## src/rtl/avalon_core_regbank_pkg.sv

```systemverilog
// Shared types and constants for the Avalon-MM register bank.
// FSM state enum, CTRL/STATUS bit positions, register index helpers.
package avalon_regbank_pkg;

  typedef enum logic [1:0] {
    IDLE,
    START_ST,
    BUSY,
    CAPTURE
  } fsm_state_t;

  localparam int CTRL_START_BIT = 0;
  localparam int CTRL_IRQEN_BIT = 1;
  localparam int STAT_DONE_BIT  = 0;
  localparam int STAT_BUSY_BIT  = 1;

  function automatic int ctrl_idx(input int addr_w);
    return (1 << addr_w) - 2;
  endfunction

  function automatic int stat_idx(input int addr_w);
    return (1 << addr_w) - 1;
  endfunction

endpackage

```

## src/rtl/avalon_core_regbank_if.sv

```systemverilog
// Avalon-MM slave bus bundle: strobes, address, byte enables, data.
// master drives the request side, slave returns read data/valid.
interface avalon_core_regbank_if #(
  parameter int DATA_W = 32,
  parameter int ADDR_W = 4
);
  logic                AVL_READ;
  logic                AVL_WRITE;
  logic                AVL_CS;
  logic [DATA_W/8-1:0] AVL_BYTE_EN;
  logic [ADDR_W-1:0]   AVL_ADDR;
  logic [DATA_W-1:0]   AVL_WRITEDATA;
  logic [DATA_W-1:0]   AVL_READDATA;
  logic                AVL_READDATAVALID;

  modport master (
    output AVL_READ, AVL_WRITE, AVL_CS,
    output AVL_BYTE_EN, AVL_ADDR,
    output AVL_WRITEDATA,
    input  AVL_READDATA, AVL_READDATAVALID
  );

  modport slave (
    input  AVL_READ, AVL_WRITE, AVL_CS,
    input  AVL_BYTE_EN, AVL_ADDR,
    input  AVL_WRITEDATA,
    output AVL_READDATA, AVL_READDATAVALID
  );
endinterface

```

## src/rtl/avalon_core_regbank_fsm.sv

```systemverilog
// Start/done handshake FSM: start pulse, busy, sticky done, capture.
// Ports: CLK, RESET, start_req, done_clr, core_done -> core_start, busy, done, capture.
module regbank_handshake_fsm
  import avalon_regbank_pkg::*;
(
  input  logic CLK,
  input  logic RESET,
  input  logic start_req,
  input  logic done_clr,
  input  logic core_done,
  output logic core_start,
  output logic busy,
  output logic done,
  output logic capture
);

  fsm_state_t state;

  // Same-edge strobe: result words load on the BUSY->CAPTURE edge.
  assign capture = (state == BUSY) && core_done;

  always_ff @(posedge CLK or posedge RESET) begin
    if (RESET) begin
      state      <= IDLE;
      core_start <= 1'b0;
      busy       <= 1'b0;
      done       <= 1'b0;
    end else begin
      core_start <= 1'b0;
      if (done_clr) done <= 1'b0;
      unique case (state)
        IDLE: begin
          if (start_req) begin
            state      <= START_ST;
            core_start <= 1'b1;
            busy       <= 1'b1;
            done       <= 1'b0;
          end
        end
        START_ST: state <= BUSY;
        BUSY: begin
          if (core_done) begin
            state <= CAPTURE;
            done  <= 1'b1;
          end
        end
        CAPTURE: begin
          state <= IDLE;
          busy  <= 1'b0;
        end
        default: state <= IDLE;
      endcase
    end
  end

endmodule

```

## src/rtl/avalon_core_regbank.sv

```systemverilog
// Avalon-MM register bank fronting a compute core (R/W, result, CTRL/STATUS).
// Ports: CLK, RESET, avl (slave), CORE_START/DONE/RESULT, IRQ, EXPORT_DATA.
module avalon_core_regbank
  import avalon_regbank_pkg::*;
#(
  parameter int DATA_W     = 32,
  parameter int ADDR_W     = 4,
  parameter int RES_BASE   = 8,
  parameter int RES_WORDS  = 4,
  parameter int EXPORT_IDX = 0
) (
  input  logic                        CLK,
  input  logic                        RESET,
  avalon_core_regbank_if.slave        avl,
  output logic                        CORE_START,
  input  logic                        CORE_DONE,
  input  logic [DATA_W*RES_WORDS-1:0] CORE_RESULT,
  output logic                        IRQ,
  output logic [DATA_W-1:0]           EXPORT_DATA
);

  localparam int NUM_REGS = 2 ** ADDR_W;
  localparam int NB       = DATA_W / 8;
  localparam int CTRL_I   = ctrl_idx(ADDR_W);
  localparam int STAT_I   = stat_idx(ADDR_W);
  localparam logic [ADDR_W-1:0] CTRL_A = ADDR_W'(CTRL_I);
  localparam logic [ADDR_W-1:0] STAT_A = ADDR_W'(STAT_I);

  logic wr, rd, b0;
  logic start_req, done_clr;
  logic busy, done, capture, irq_en;
  logic [DATA_W-1:0] ctrl_word, stat_word;
  logic [NUM_REGS-1:0][DATA_W-1:0] view;

  assign wr = avl.AVL_CS & avl.AVL_WRITE;
  assign rd = avl.AVL_CS & avl.AVL_READ;
  assign b0 = avl.AVL_BYTE_EN[0];

  assign start_req = wr && b0 && avl.AVL_ADDR == CTRL_A
                     && avl.AVL_WRITEDATA[CTRL_START_BIT];
  assign done_clr  = wr && b0 && avl.AVL_ADDR == STAT_A
                     && avl.AVL_WRITEDATA[STAT_DONE_BIT];

  regbank_handshake_fsm u_fsm (
    .CLK        (CLK),
    .RESET      (RESET),
    .start_req  (start_req),
    .done_clr   (done_clr),
    .core_done  (CORE_DONE),
    .core_start (CORE_START),
    .busy       (busy),
    .done       (done),
    .capture    (capture)
  );

  // IRQ_EN updates even when a concurrent START is ignored.
  always_ff @(posedge CLK or posedge RESET) begin
    if (RESET) irq_en <= 1'b0;
    else if (wr && b0 && avl.AVL_ADDR == CTRL_A)
      irq_en <= avl.AVL_WRITEDATA[CTRL_IRQEN_BIT];
  end

  always_comb begin
    ctrl_word = '0;
    stat_word = '0;
    ctrl_word[CTRL_IRQEN_BIT] = irq_en;
    stat_word[STAT_DONE_BIT]  = done;
    stat_word[STAT_BUSY_BIT]  = busy;
  end

  assign view[CTRL_I] = ctrl_word;
  assign view[STAT_I] = stat_word;

  for (genvar g = 0; g < NUM_REGS - 2; g++) begin : g_word
    logic [DATA_W-1:0] q;
    if (g >= RES_BASE && g < RES_BASE + RES_WORDS) begin : g_res
      always_ff @(posedge CLK or posedge RESET) begin
        if (RESET) q <= '0;
        else if (capture)
          q <= CORE_RESULT[(g-RES_BASE)*DATA_W +: DATA_W];
      end
    end else begin : g_rw
      always_ff @(posedge CLK or posedge RESET) begin
        if (RESET) q <= '0;
        else if (wr && avl.AVL_ADDR == ADDR_W'(g)) begin
          for (int b = 0; b < NB; b++)
            if (avl.AVL_BYTE_EN[b])
              q[b*8 +: 8] <= avl.AVL_WRITEDATA[b*8 +: 8];
        end
      end
    end
    assign view[g] = q;
  end

  // Read samples pre-edge state, so a same-cycle write is not visible.
  always_ff @(posedge CLK or posedge RESET) begin
    if (RESET) begin
      avl.AVL_READDATA      <= '0;
      avl.AVL_READDATAVALID <= 1'b0;
    end else begin
      avl.AVL_READDATAVALID <= rd;
      if (rd) avl.AVL_READDATA <= view[avl.AVL_ADDR];
    end
  end

  assign IRQ         = done & irq_en;
  assign EXPORT_DATA = view[EXPORT_IDX];

endmodule
```

## src/flat_wrapper.sv

```systemverilog
// flat-port wrapper written by rule: the top's interface ports become plain ports
module avalon_core_regbank_flat import avalon_regbank_pkg::*;
#(
  parameter int DATA_W     = 32,
  parameter int ADDR_W     = 4,
  parameter int RES_BASE   = 8,
  parameter int RES_WORDS  = 4,
  parameter int EXPORT_IDX = 0
)
  (CLK, RESET, CORE_START, CORE_DONE, CORE_RESULT, IRQ, EXPORT_DATA, avl_AVL_READ, avl_AVL_WRITE, avl_AVL_CS, avl_AVL_BYTE_EN, avl_AVL_ADDR, avl_AVL_WRITEDATA, avl_AVL_READDATA, avl_AVL_READDATAVALID);
  avalon_core_regbank_if #(.DATA_W(DATA_W), .ADDR_W(ADDR_W)) avl_i ();
  input  logic CLK;
  input  logic RESET;
  output logic CORE_START;
  input  logic CORE_DONE;
  input  logic [DATA_W*RES_WORDS-1:0] CORE_RESULT;
  output logic IRQ;
  output logic [DATA_W-1:0] EXPORT_DATA;
  input wire logic [$bits(avl_i.AVL_READ)-1:0] avl_AVL_READ;
  input wire logic [$bits(avl_i.AVL_WRITE)-1:0] avl_AVL_WRITE;
  input wire logic [$bits(avl_i.AVL_CS)-1:0] avl_AVL_CS;
  input wire logic [$bits(avl_i.AVL_BYTE_EN)-1:0] avl_AVL_BYTE_EN;
  input wire logic [$bits(avl_i.AVL_ADDR)-1:0] avl_AVL_ADDR;
  input wire logic [$bits(avl_i.AVL_WRITEDATA)-1:0] avl_AVL_WRITEDATA;
  output wire logic [$bits(avl_i.AVL_READDATA)-1:0] avl_AVL_READDATA;
  output wire logic [$bits(avl_i.AVL_READDATAVALID)-1:0] avl_AVL_READDATAVALID;
  assign avl_i.AVL_READ = avl_AVL_READ;
  assign avl_i.AVL_WRITE = avl_AVL_WRITE;
  assign avl_i.AVL_CS = avl_AVL_CS;
  assign avl_i.AVL_BYTE_EN = avl_AVL_BYTE_EN;
  assign avl_i.AVL_ADDR = avl_AVL_ADDR;
  assign avl_i.AVL_WRITEDATA = avl_AVL_WRITEDATA;
  assign avl_AVL_READDATA = avl_i.AVL_READDATA;
  assign avl_AVL_READDATAVALID = avl_i.AVL_READDATAVALID;
  avalon_core_regbank #(.DATA_W(DATA_W), .ADDR_W(ADDR_W), .RES_BASE(RES_BASE), .RES_WORDS(RES_WORDS), .EXPORT_IDX(EXPORT_IDX)) u_core (.CLK(CLK), .RESET(RESET), .avl(avl_i), .CORE_START(CORE_START), .CORE_DONE(CORE_DONE), .CORE_RESULT(CORE_RESULT), .IRQ(IRQ), .EXPORT_DATA(EXPORT_DATA));
endmodule
```

## config.mk

```make
export PLATFORM = sky130hd
export DESIGN_NAME = avalon_core_regbank_flat
export DESIGN_NICKNAME = d
export VERILOG_FILES = /design/src/rtl/avalon_core_regbank_pkg.sv /design/src/rtl/avalon_core_regbank_if.sv /design/src/rtl/avalon_core_regbank_fsm.sv /design/src/rtl/avalon_core_regbank.sv /design/src/flat_wrapper.sv
export SDC_FILE = /design/constraint.sdc
export NUM_CORES = 1
export LEC_CHECK = 0
export ABC_AREA = 0
export BUFFER_PORTS_ARGS = -buffer_cell sky130_fd_sc_hd__buf_2
export CORE_MARGIN = 5
export CORE_UTILIZATION = 58
export DETAILED_ROUTE_END_ITERATION = 7
export PLACE_DENSITY_LB_ADDON = 0.05
export SETUP_SLACK_MARGIN = 0.2
export SLEW_MARGIN = 40
export SYNTH_ARGS = -nofsm -noshare
export SYNTH_HDL_FRONTEND = slang
export SYNTH_SLANG_ARGS = --single-unit
```

## constraint.sdc

```tcl
create_clock -name CLK -period 27 [get_ports CLK]
set_input_delay 1.35 -clock CLK [delete_from_list [all_inputs] [get_ports CLK]]
set_output_delay 1.35 -clock CLK [all_outputs]
set_load 0.01 [all_outputs]
```

# Yosys cells after proc, flatten, opt, wreduce, memory -nomap -nowiden
# Cells that the tools add are included.
[totals]
regBits = 487
latchBits = 0
ramBits = 0
rom_bits = 0
in_bits = 174
out_inout_bits = 67
elab_cells = 145
memories = 0
[op_classes]
n_addsub = 0
n_mul = 0
div_mod_pow = 0
n_lt_le_gt_ge = 1
n_eq_ne = 16
n_shift = 0
muxes = 13
bitwise_logic = 3
n_reduce_logical = 61
[op_table]
columns = ["cell", "count"]
rows = [
  ["32-bit binary-select mux with 4-bit select", 1],
  ["2-bit AND reduction", 42],
  ["32-bit two-way mux", 1],
  ["4-bit by 3-bit equality test with 1-bit output (second input constant)", 4],
  ["4-bit equality test (second input constant)", 4],
  ["1-bit logical AND", 16],
  ["4-bit by 2-bit equality test with 1-bit output (second input constant)", 2],
  ["2-bit one-hot mux with 4 select lines", 1],
  ["1-bit two-way mux", 6],
  ["4-bit by 5-bit < comparator with 1-bit output (second input constant)", 1],
  ["2-bit equality test (second input constant)", 2],
  ["4-bit by 1-bit equality test with 1-bit output (second input constant)", 1],
  ["4-bit logical NOT", 1],
  ["2-bit two-way mux", 2],
  ["1-bit one-hot mux with 2 select lines", 2],
  ["1-bit bitwise AND", 3],
  ["2-bit by 1-bit equality test with 1-bit output (second input constant)", 1],
  ["2-bit logical NOT", 1],
  ["2-bit by 1-bit inequality test with 1-bit output (second input constant)", 1],
  ["2-bit inequality test (second input constant)", 1],
  ["2-bit nonzero test", 1],
]

# Logic depth before layout (Yosys ltp)
# Gate-level depths: netlist of run 1.
[depth]
word_depth = 7
ltp_mapped = 8

# By module
# A second synthesis of run 1 with hierarchy kept.
[unflattened]
hier_cells = 1482
hier_area_um2 = 21722.1
[modules_own_cells]
columns = ["module", "instances", "cells_each", "area_each_um2", "seq_area_each_um2"]
rows = [
  ["avalon_core_regbank", 1, 1457, 21453.1, 12061.6],
  ["regbank_handshake_fsm", 1, 25, 269.0, 125.1],
]

# Worst setup path after synthesis of run 1
# Ideal clock, no wire load.
[synth_path]
path_type = "input port to flip-flop"
startpoint = "input port avl_AVL_ADDR[3]"
endpoint = "register u_core.avl.AVL_READDATA[7]"
setup_ns = 0.126
t_arrival_ns = 2.679
t_required_ns = 26.874
slack_ns = 24.195
path_stages = 6
path_buffers = 3
path_cell_list = "buf_4 > buf_2 > buf_4 > mux4_2 > a22o_1 > o32a_1"
[synth_between]
elab_chain_len = 2
[synth_lines]
columns = ["item", "line_no", "rtl"]
rows = [
  ["start, declared", "flat_wrapper.sv:23", "input wire logic [$bits(avl_i.AVL_ADDR)-1:0] avl_AVL_ADDR;"],
  ["32-bit binary-select mux with 4-bit select", "avalon_core_regbank.sv:102", "if (rd) avl.AVL_READDATA <= view[avl.AVL_ADDR];"],
  ["32-bit two-way mux (not written as such)", "avalon_core_regbank.sv:102", ""],
  ["end signal, assigned", "avalon_core_regbank.sv:102", ""],
  ["end, declared", "avalon_core_regbank_if.sv:27", "output AVL_READDATA, AVL_READDATAVALID"],
]
# Every way passes these cells. The select of a mux whose other input is x is not followed.
# A chain may end at the register's enable or synchronous reset.

# Worst setup path after layout of run 1
[layout_path]
startpoint = "input port avl_AVL_ADDR[0]"
endpoint = "register u_core.avl.AVL_READDATA[11]"
# The elaborated chain is that of the path after synthesis.

==> results of run 1 <==
## state kept, by name, indices dropped and copies added, names as in the netlist
register,cells
u_core.EXPORT_DATA,32
u_core.avl.AVL_READDATA,32
u_core.avl.AVL_READDATAVALID,1
u_core.g_word.q,416
u_core.irq_en,1
u_core.u_fsm.busy,1
u_core.u_fsm.core_start,1
u_core.u_fsm.done,1
u_core.u_fsm.state,2
## layout make-up
type / count / area, um^2 / share of cell area
diodes: 2 / 5.005 / 0.0002006
inverters: 7 / 38.79 / 0.001554
repair buffers: 254 / 1350 / 0.05410
flip-flops and latches: 487 / 12190 / 0.4884
well taps: 468 / 585.6 / 0.02347
clock inverters: 15 / 158.9 / 0.006368
clock buffers: 78 / 1590 / 0.06373
multi-input cells: 880 / 9039 / 0.3622
## critical path, stage by stage
cell and delay (ns):
buf_8 0.49, buf_6 0.60, buf_6 0.59, mux4_2 0.61, a211oi_1 0.25, a21oi_1 0.10
## routing by layer
metal	global-route usage	vias up	wire length, um
met1	0.4156	7072	25660
met4	0.04288	12	694
li1	-	5877	-
met3	0.06154	67	3778
met2	0.3842	393	23690
met5	0	-	73
## logic make-up after synthesis
group                      Yosys count  share of synthesized area
buffers and inverters              106                    0.02204
adders and majority gates            3                   0.001731
muxes                              610                     0.3448
DFF                                487                     0.5620
AOI/OAI and AO/OA                  134                    0.04028
and+or+nand+nor                    133                    0.02914
## synth_stat cells (all sizes together) (5+ instances only)
cell,count
dfrtp,487
a22o,9
mux2,455
o21ai,32
o22ai,32
nor3,5
buf,64
o32a,9
nor2,40
clkbuf,35
inv,7
a211oi,23
a21oi,22
mux2i,91
nand2,68
mux4,64
## path summary, 6_finish.rpt
check,slack (ns),cells after the start,endpoint,from
min in group asynchronous,0.89,2,u_core.g_word[3].q[31],RESET
setup / recovery,23.27,6,u_core.avl.AVL_READDATA[11],avl_AVL_ADDR[0]
max in group asynchronous,24.35,4,u_core.g_word[6].q[0],RESET
hold / removal,0.49,1,u_core.g_word[3].q[1],u_core.g_word[3].q[1]
setup reg to reg,24.55,5,u_core.g_word[10].q[19],u_core.u_fsm.state[0]
hold reg to reg,0.49,1,u_core.g_word[3].q[1],u_core.g_word[3].q[1]
## through the flow
stage               cells  setup WS, ns
floorplan            1473         12.06
global placement     2096         22.28
detailed placement   2096         22.47
CTS                  2189         23.08
global route         2190         23.12
finish               2191         23.27
## report_power, final
part           total [mW]  internal [mW]  switching [mW]
Clock               0.717          0.433           0.284
Sequential          0.997          0.904          0.0935
Combinational       0.403          0.233           0.170
==> metrics.csv, run 1 <==
stage,metric,value,unit
run_status,outcome,finished clean,
timing,relative slew slack,0.4612,
synthesis,area share of the largest cell type after synthesis,0.5620,
floorplan,Die ar.,41350,um^2
final_layout,layout cell share with drive strength beyond 1,0.5084,
synthesis,Ys Warns,0,
clock_tree,Root Buffer Master,clkbuf_16,
route,Via Count,13420,
clock_tree,CTS Buffer Depth,3,
synthesis,"Distinct cells, synth",46,
worst_setup_path,CP endpoint kind,flop,
route,total wire length,53900,um
final_layout,Fillers,2660,
timing,fin crit period,3.731,ns
global_routing,initial antenna violation count,7,
timing,setup TNS,0,ns
clock_tree,Sink Count,487,
placed_design,placed cell area,23180,um^2
final_layout,most frequent cells in the layout,"dfrtp_1 (487), mux2_2 (449), buf_2 (239), mux2i_1 (91), mux4_2 (64)",
global_routing,first-pass GRT wire length,84860,um
synthesis,Avg Inst Size Synth,14.72,um^2
placed_design,hpwl dp,36630,um
timing,fmax,268.0,MHz
floorplan,FP Rows,70,
synthesis,Mapped Nets,1650,
worst_setup_path,CP max FO,69,
global_routing,Total GRT Usage,0.2633,
power_and_ir_drop,LEAKAGE,11.87,nW
route,Final ANT Viol Nets,0,
synthesis,Cells after Synth,1473,
clock_tree,cts-stage hold buffer count,0,
clock_tree,number of CTS-inserted buffers,50,
worst_setup_path,Startpoint Class,primary input,
worst_setup_path,"Req. time, crit path",27.46,ns
clock_tree,setup bufs post-CTS,0,
global_routing,pin count of the biggest net entering global routing,131,
timing,Final Hold Fails,0,
clock_tree,H-tree Lvls,2,
clock_tree,clk_lat worst skew,0.57,ns
global_routing,Congestion Overflow GR,0,
clock_tree,TritonCTS clock tree,built,
timing,RSZ-0062 raised after global routing,no,
power_and_ir_drop,Design Power,2.118,mW
timing,Worst-Margin Slew,0.8081,ns
floorplan,Core Region,36790,um^2
power_and_ir_drop,Peak VDD IR,0.05436,mV
floorplan,initial core utilization,0.5895,
synthesis,post-synth top area cell,dfrtp_1,
synthesis,sequential fraction of the synthesis area,0.5620,
route,drt first pass iters,4,
route,Avg WL per Cell,24.60,um
final_layout,"commonest non-fill, non-tap cell in the layout",dfrtp_1,
clock_tree,post-CTS resize count,0,
route,detailed router's first-iteration violation count,988,
timing,final setup fails,0,
synthesis,asr flop ratio synth,1.000,
power_and_ir_drop,pwr dens,84.86,nW/um^2
final_layout,Area Growth Syn to Fin,15.08,%
synthesis,synthesized cell area,21680,um^2
placed_design,port buffer count,240,
timing,Fin Hold WS,0.4926,ns
clock_tree,Worst-path clk slew,0.06,ns
timing,max-slew violations,0,
timing,skew final,0.009818,ns
job,Max-Cap Viols,0,
synthesis,Post-synth EDFFs,0,
synthesis,ys flop type,dfrtp_1,
route,DR vias/cell,6.126,
worst_hold_path,HP Class,reg2reg,
synthesis,#FFs+latches synth,487,
timing,period utilization,0.1382,
placed_design,GPL Wtd Cong,0.8005,
final_layout,final core utilization,0.6784,
worst_setup_path,WS Path Type,in2reg,
floorplan,die extent in x,203.4,um
floorplan,die height,203.4,um
global_routing,vias in the first global route,14010,
floorplan,IO Pins,241,
synthesis,synth top area cells,"dfrtp_1 (56%), mux2_2 (23%), mux4_2 (6.6%)",
worst_setup_path,Worst EP arrival,4.19,ns
final_layout,# nets final,1857,
route,# DRC,0,
final_layout,final instance area,24950,um^2
Power figures use the tool's default switching activity.
==> run 2, diff against run 1 <==
--- a/config.mk
+++ b/config.mk
@@ -8,7 +8,7 @@
 export ABC_AREA = 0
 export BUFFER_PORTS_ARGS = -buffer_cell sky130_fd_sc_hd__buf_2
 export CORE_MARGIN = 5
-export CORE_UTILIZATION = 58
+export CORE_UTILIZATION = 53
 export DETAILED_ROUTE_END_ITERATION = 7
 export PLACE_DENSITY_LB_ADDON = 0.05
 export SETUP_SLACK_MARGIN = 0.2
==> constraint.sdc (replaced) <==
create_clock -name CLK -period 3.3 [get_ports CLK]
set_input_delay 0.165 -clock CLK [delete_from_list [all_inputs] [get_ports CLK]]
set_output_delay 0.165 -clock CLK [all_outputs]
set_load 0.01 [all_outputs]
==> metrics.csv, run 2 (synthesis results as in run 1) <==
stage,metric,value,unit
run_status,outcome,finished clean,
worst_hold_path,HP Class,in2reg,
final_layout,Area Growth Syn to Fin,23.17,%
floorplan,initial core utilization,0.5335,
timing,period utilization,0.6774,
final_layout,most frequent cells in the layout,"dfrtp_1 (487), mux2_2 (449), buf_2 (239), dlygate4sd3_1 (160), mux2i_1 (91)",
power_and_ir_drop,Logic pwr share,0.203,
final_layout,Fillers,2939,
timing,max-slew violations,0,
clock_tree,post-CTS resize count,0,
job,Max-Cap Viols,0,
global_routing,pin count of the biggest net entering global routing,114,
route,drt first pass iters,7,
power_and_ir_drop,pwr dens,661.8,nW/um^2
clock_tree,setup bufs post-CTS,0,
clock_tree,H-tree Lvls,2,
final_layout,antenna cells,0,
worst_setup_path,Worst EP arrival,2.70,ns
clock_tree,clk_lat worst skew,0.59,ns
final_layout,final core utilization,0.6571,
floorplan,Core Region,40650,um^2
placed_design,GPL Wtd Cong,0.8373,
timing,setup ws final,1.065,ns
clock_tree,Sink Count,487,
global_routing,first-pass GRT wire length,89330,um
power_and_ir_drop,Sequential Power Share,0.465,
placed_design,setup slack at placement,0.6809,ns
power_and_ir_drop,LEAKAGE,12.57,nW
worst_setup_path,WS Path Type,reg2reg,
timing,skew final,0.01470,ns
timing,final setup fails,0,
clock_tree,TritonCTS clock tree,built,
clock_tree,CTS Buffer Depth,3,
final_layout,# nets final,2027,
power_and_ir_drop,Peak VDD IR,0.4221,mV
route,DR vias/cell,5.740,
power_and_ir_drop,internal power,12.95,mW
power_and_ir_drop,clock power share,0.332,
floorplan,IO Pins,241,
timing,relative slew slack,0.4197,
global_routing,vias in the first global route,14510,
global_routing,Total GRT Usage,0.2595,
timing,fin crit period,2.235,ns
placed_design,port buffer count,240,
route,total wire length,58460,um
global_routing,initial antenna violation count,2,
route,Avg WL per Cell,24.18,um
final_layout,Largest Register,u_core.g_word.q,
final_layout,max reg flops,416,
worst_setup_path,CP endpoint kind,flop,
floorplan,die height,212.3,um
floorplan,die extent in x,212.3,um
power_and_ir_drop,switch share,0.2673,
timing,RSZ-0062 raised after global routing,no,
worst_setup_path,CP max FO,48,
worst_setup_path,"Req. time, crit path",3.76,ns
route,detailed router's first-iteration violation count,953,
final_layout,"commonest non-fill, non-tap cell in the layout",dfrtp_1,
clock_tree,Worst-path clk slew,0.06,ns
placed_design,hpwl dp,38940,um
route,Via Count,13880,
route,# DRC,0,
power_and_ir_drop,Net Sw Power,4.725,mW
clock_tree,number of CTS-inserted buffers,51,
final_layout,layout cell share with drive strength beyond 1,0.4666,
floorplan,Die ar.,45060,um^2
worst_setup_path,Startpoint Class,flop,
clock_tree,Root Buffer Master,clkbuf_16,
timing,Worst-Margin Slew,0.8679,ns
timing,Final Hold Fails,0,
floorplan,FP Rows,74,
global_routing,Congestion Overflow GR,0,
route,Final ANT Viol Nets,0,
timing,fmax,447.3,MHz
-- run 2: changes by cell type in the layout (fill, tap and decap cells not counted), sizes merged --
cell | previous run | this run
buf | 254 | 263
bufinv | 3 | 4
clkbuf | 78 | 73
clkinv | 9 | 10
clkinvlp | 2 | 3
diode | 2 | 0
dlygate4sd3 | 0 | 160
inv | 8 | 6
-- run 2: routing by layer --
layer  wire length (um)  vias to the layer above  global-route usage
met5                 20                        -                   0
met4               1123                        4             0.05694
met3               3759                       77             0.06020
met2              25740                      350              0.3855
met1              27820                     7253              0.3963
li1                   -                     6196                   -
-- run 2: repair_timing --
action                                  CTS  global route
endpoints found under the hold margin   450             0
endpoints found under the setup margin    0             0
hold buffers                            160             0
-- run 2: power groups by stage --
stage | clock network [mW] | registers (mW) | logic (mW)
3_5_place_dp | 0 | 8.26 | 3.42
6_report | 5.88 | 8.22 | 3.58
2_1_floorplan | 0 | 8.05 | 2.53
3_3_place_gp | 0 | 8.24 | 3.32
4_1_cts | 5.98 | 8.18 | 3.59
5_1_grt | 6.22 | 8.36 | 3.90
-- run 2: path summary, 6_finish.rpt --
| kind | slack, ns | depth (start not counted) | startpoint | endpoint |
|---|---|---|---|---|
| setup / recovery | 1.06 | 5 | u_core.u_fsm.state[0] | u_core.g_word[11].q[20] |
| hold / removal | 0.03 | 2 | avl_AVL_WRITEDATA[16] | u_core.EXPORT_DATA[16] |
| setup reg to reg | 1.06 | 5 | u_core.u_fsm.state[0] | u_core.g_word[11].q[20] |
| hold reg to reg | 0.49 | 1 | u_core.g_word[1].q[4] | u_core.g_word[1].q[4] |
| max in group asynchronous | 2.06 | 4 | RESET | u_core.g_word[1].q[23] |
| min in group asynchronous | 0.23 | 3 | RESET | u_core.g_word[8].q[29] |
-- run 2: critical path, stage by stage, from the launching register on --
cell and delay [ns]:
dfrtp_1 0.37, inv_1 0.08, ha_1 0.29, nand2_4 0.53
buf_4 0.44, mux2_2 0.39
-- run 2: through the flow --
step	area, um^2	total power [mW]	setup TNS, ns	hold WS [ns]	instances
after detailed placement	23400	11.67	0	0.2656	2169
after floorplan	21690	10.57	-1688.74	0.3156	1473
final	26710	17.67	0	0.02971	2418
after global routing	26710	18.48	0	0.02099	2418
after global placement	23400	11.56	0	0.2591	2169
after CTS	26710	17.75	0	0.0005444	2418
-- run 2: layout make-up --
type / count / area (um^2) / share of cell area
Clock inverter: 16 / 185.2 / 0.006933
Inverter: 7 / 30.03 / 0.001124
Clock buffer: 73 / 1521 / 0.05697
Sequential cell: 487 / 12190 / 0.4563
Multi-Input combinational cell: 880 / 9034 / 0.3382
Tap cell: 532 / 665.6 / 0.02492
Timing Repair Buffer: 423 / 3085 / 0.1155
==> run 3, diff against run 2 <==
==> constraint.sdc (replaced) <==
create_clock -name CLK -period 1.9 [get_ports CLK]
set_input_delay 0.095 -clock CLK [delete_from_list [all_inputs] [get_ports CLK]]
set_output_delay 0.095 -clock CLK [all_outputs]
set_load 0.01 [all_outputs]
==> metrics.csv, run 3 (synthesis results as in run 1) <==
stage,metric,value,unit
timing,Fin Hold WS,0.07273,ns
run_status,outcome,finished clean,
floorplan,die extent in x,212.3,um
worst_setup_path,Startpoint Class,flop,
timing,fin crit period,1.627,ns
worst_setup_path,Top Family by Delay on Critical Path,multiplexers,
floorplan,Die ar.,45060,um^2
floorplan,Core Region,40650,um^2
timing,skew final,0.01488,ns
final_layout,final core utilization,0.6802,
worst_setup_path,worst-path cell chain,inv_1 -> ha_1 -> nand2_4 -> buf_12 -> mux2_2,
final_layout,"commonest non-fill, non-tap cell in the layout",dfrtp_1,
final_layout,# nets final,2126,
route,Via Count,14250,
global_routing,first-pass GRT wire length,91000,um
worst_setup_path,CP endpoint kind,flop,
final_layout,layout cell share with drive strength beyond 1,0.4882,
route,total wire length,58390,um
placed_design,port buffer count,240,
route,DR vias/cell,5.647,
power_and_ir_drop,Design Power,30.55,mW
route,# DRC,0,
clock_tree,number of CTS-inserted buffers,51,
worst_setup_path,"Slowest-stage cell, CP",mux2_2,
worst_setup_path,CP max FO,44,
route,Final ANT Viol Nets,0,
power_and_ir_drop,Peak VDD IR,0.8032,mV
placed_design,hpwl dp,39990,um
floorplan,die height,212.3,um
clock_tree,setup bufs post-CTS,0,
clock_tree,CTS Buffer Depth,3,
timing,max-slew violations,0,
final_layout,max reg flops,416,
global_routing,Congestion Overflow GR,0,
worst_setup_path,"Req. time, crit path",2.36,ns
global_routing,pin count of the biggest net entering global routing,112,
timing,Final Hold Fails,0,
route,drt first pass iters,5,
timing,Worst-Margin Slew,0.7718,ns
route,detailed router's first-iteration violation count,971,
floorplan,FP Rows,74,
final_layout,Area Growth Syn to Fin,27.50,%
clock_tree,H-tree Lvls,2,
worst_setup_path,CP bufs+invs,2,
final_layout,Largest Register,u_core.g_word.q,
global_routing,Total GRT Usage,0.2605,
power_and_ir_drop,pwr dens,1105,nW/um^2
worst_setup_path,Worst EP arrival,2.09,ns
timing,period utilization,0.8566,
power_and_ir_drop,LEAKAGE,13.11,nW
final_layout,most frequent cells in the layout,"dfrtp_1 (487), mux2_2 (449), buf_2 (239), dlygate4sd3_1 (165), buf_4 (92)",
timing,RSZ-0062 raised after global routing,no,
job,Max-Cap Viols,0,
worst_setup_path,WS Path Type,reg2reg,
timing,setup TNS,0,ns
global_routing,vias in the first global route,15140,
worst_setup_path,crit-path max cell delay,0.37,ns
timing,fmax,614.4,MHz
clock_tree,Worst-path clk slew,0.06,ns
route,Avg WL per Cell,23.14,um
clock_tree,cts-stage hold buffer count,165,
clock_tree,clk_lat worst skew,0.58,ns
floorplan,IO Pins,241,
global_routing,initial antenna violation count,2,
floorplan,initial core utilization,0.5335,
timing,final setup fails,0,
clock_tree,TritonCTS clock tree,built,
clock_tree,Root Buffer Master,clkbuf_16,
worst_hold_path,HP Class,in2reg,
clock_tree,Sink Count,487,
clock_tree,post-CTS resize count,0,
placed_design,GPL Wtd Cong,0.8316,
timing,relative slew slack,0.4836,
## run 3: layout make-up
| cell class | instances | area [um^2] |
|---|---|---|
| repair buffers | 522 | 4054 |
| fillers | 2955 | 13000 |
| flip-flops and latches | 487 | 12190 |
| inverters | 7 | 30.03 |
| clock buffers | 83 | 1599 |
| diodes | 2 | 5.005 |
| clock inverters | 10 | 75.07 |
| multi-input cells | 880 | 9031 |
| well taps | 532 | 665.6 |
## run 3: worst register-to-register path: cells and delay by family (launching register included)
family / cells / cell delay, ns
flip-flops: 1 / 0.35
adder cells (fa/ha/maj): 1 / 0.29
AND/OR/NAND/NOR: 1 / 0.14
buffers and inverters: 2 / 0.33
multiplexers: 1 / 0.40
## run 3: worst paths after layout
path,start,end,slack (ns),depth (start not counted)
max in group asynchronous,RESET,u_core.g_word[3].q[24],0.91,5
max,u_core.u_fsm.state[0],u_core.g_word[8].q[18],0.27,5
min,avl_AVL_ADDR[1],u_core.avl.AVL_READDATA[0],0.07,4
min reg2reg,u_core.g_word[3].q[1],u_core.g_word[3].q[1],0.48,1
max reg2reg,u_core.u_fsm.state[0],u_core.g_word[8].q[18],0.27,5
min in group asynchronous,RESET,u_core.u_fsm.state[1],0.31,4
## run 3: routing by layer
layer / global-route usage / up-vias / part of all wire
li1: - / 6408 / -
met1: 0.4026 / 7439 / 0.49
met2: 0.3867 / 320 / 0.44
met3: 0.05179 / 80 / 0.051
met4: 0.06003 / 0 / 0.021
met5: 0 / - / 0
## run 3: power breakdown
| group | internal, mW | switching (mW) |
|---|---|---|
| clock network | 5.85 | 4.07 |
| registers | 12.8 | 1.37 |
| logic | 3.78 | 2.63 |
| total | 22.5 | 8.06 |
## run 3: stage by stage
stage	area, um^2	cells	setup WS, ns
4_1_cts	27640	2521	0.2778
3_5_place_dp	24320	2263	-0.04543
5_1_grt	27650	2523	0.2107
2_1_floorplan	21700	1473	-4.798
3_3_place_gp	24320	2263	-0.02316
6_report	27650	2523	0.2725
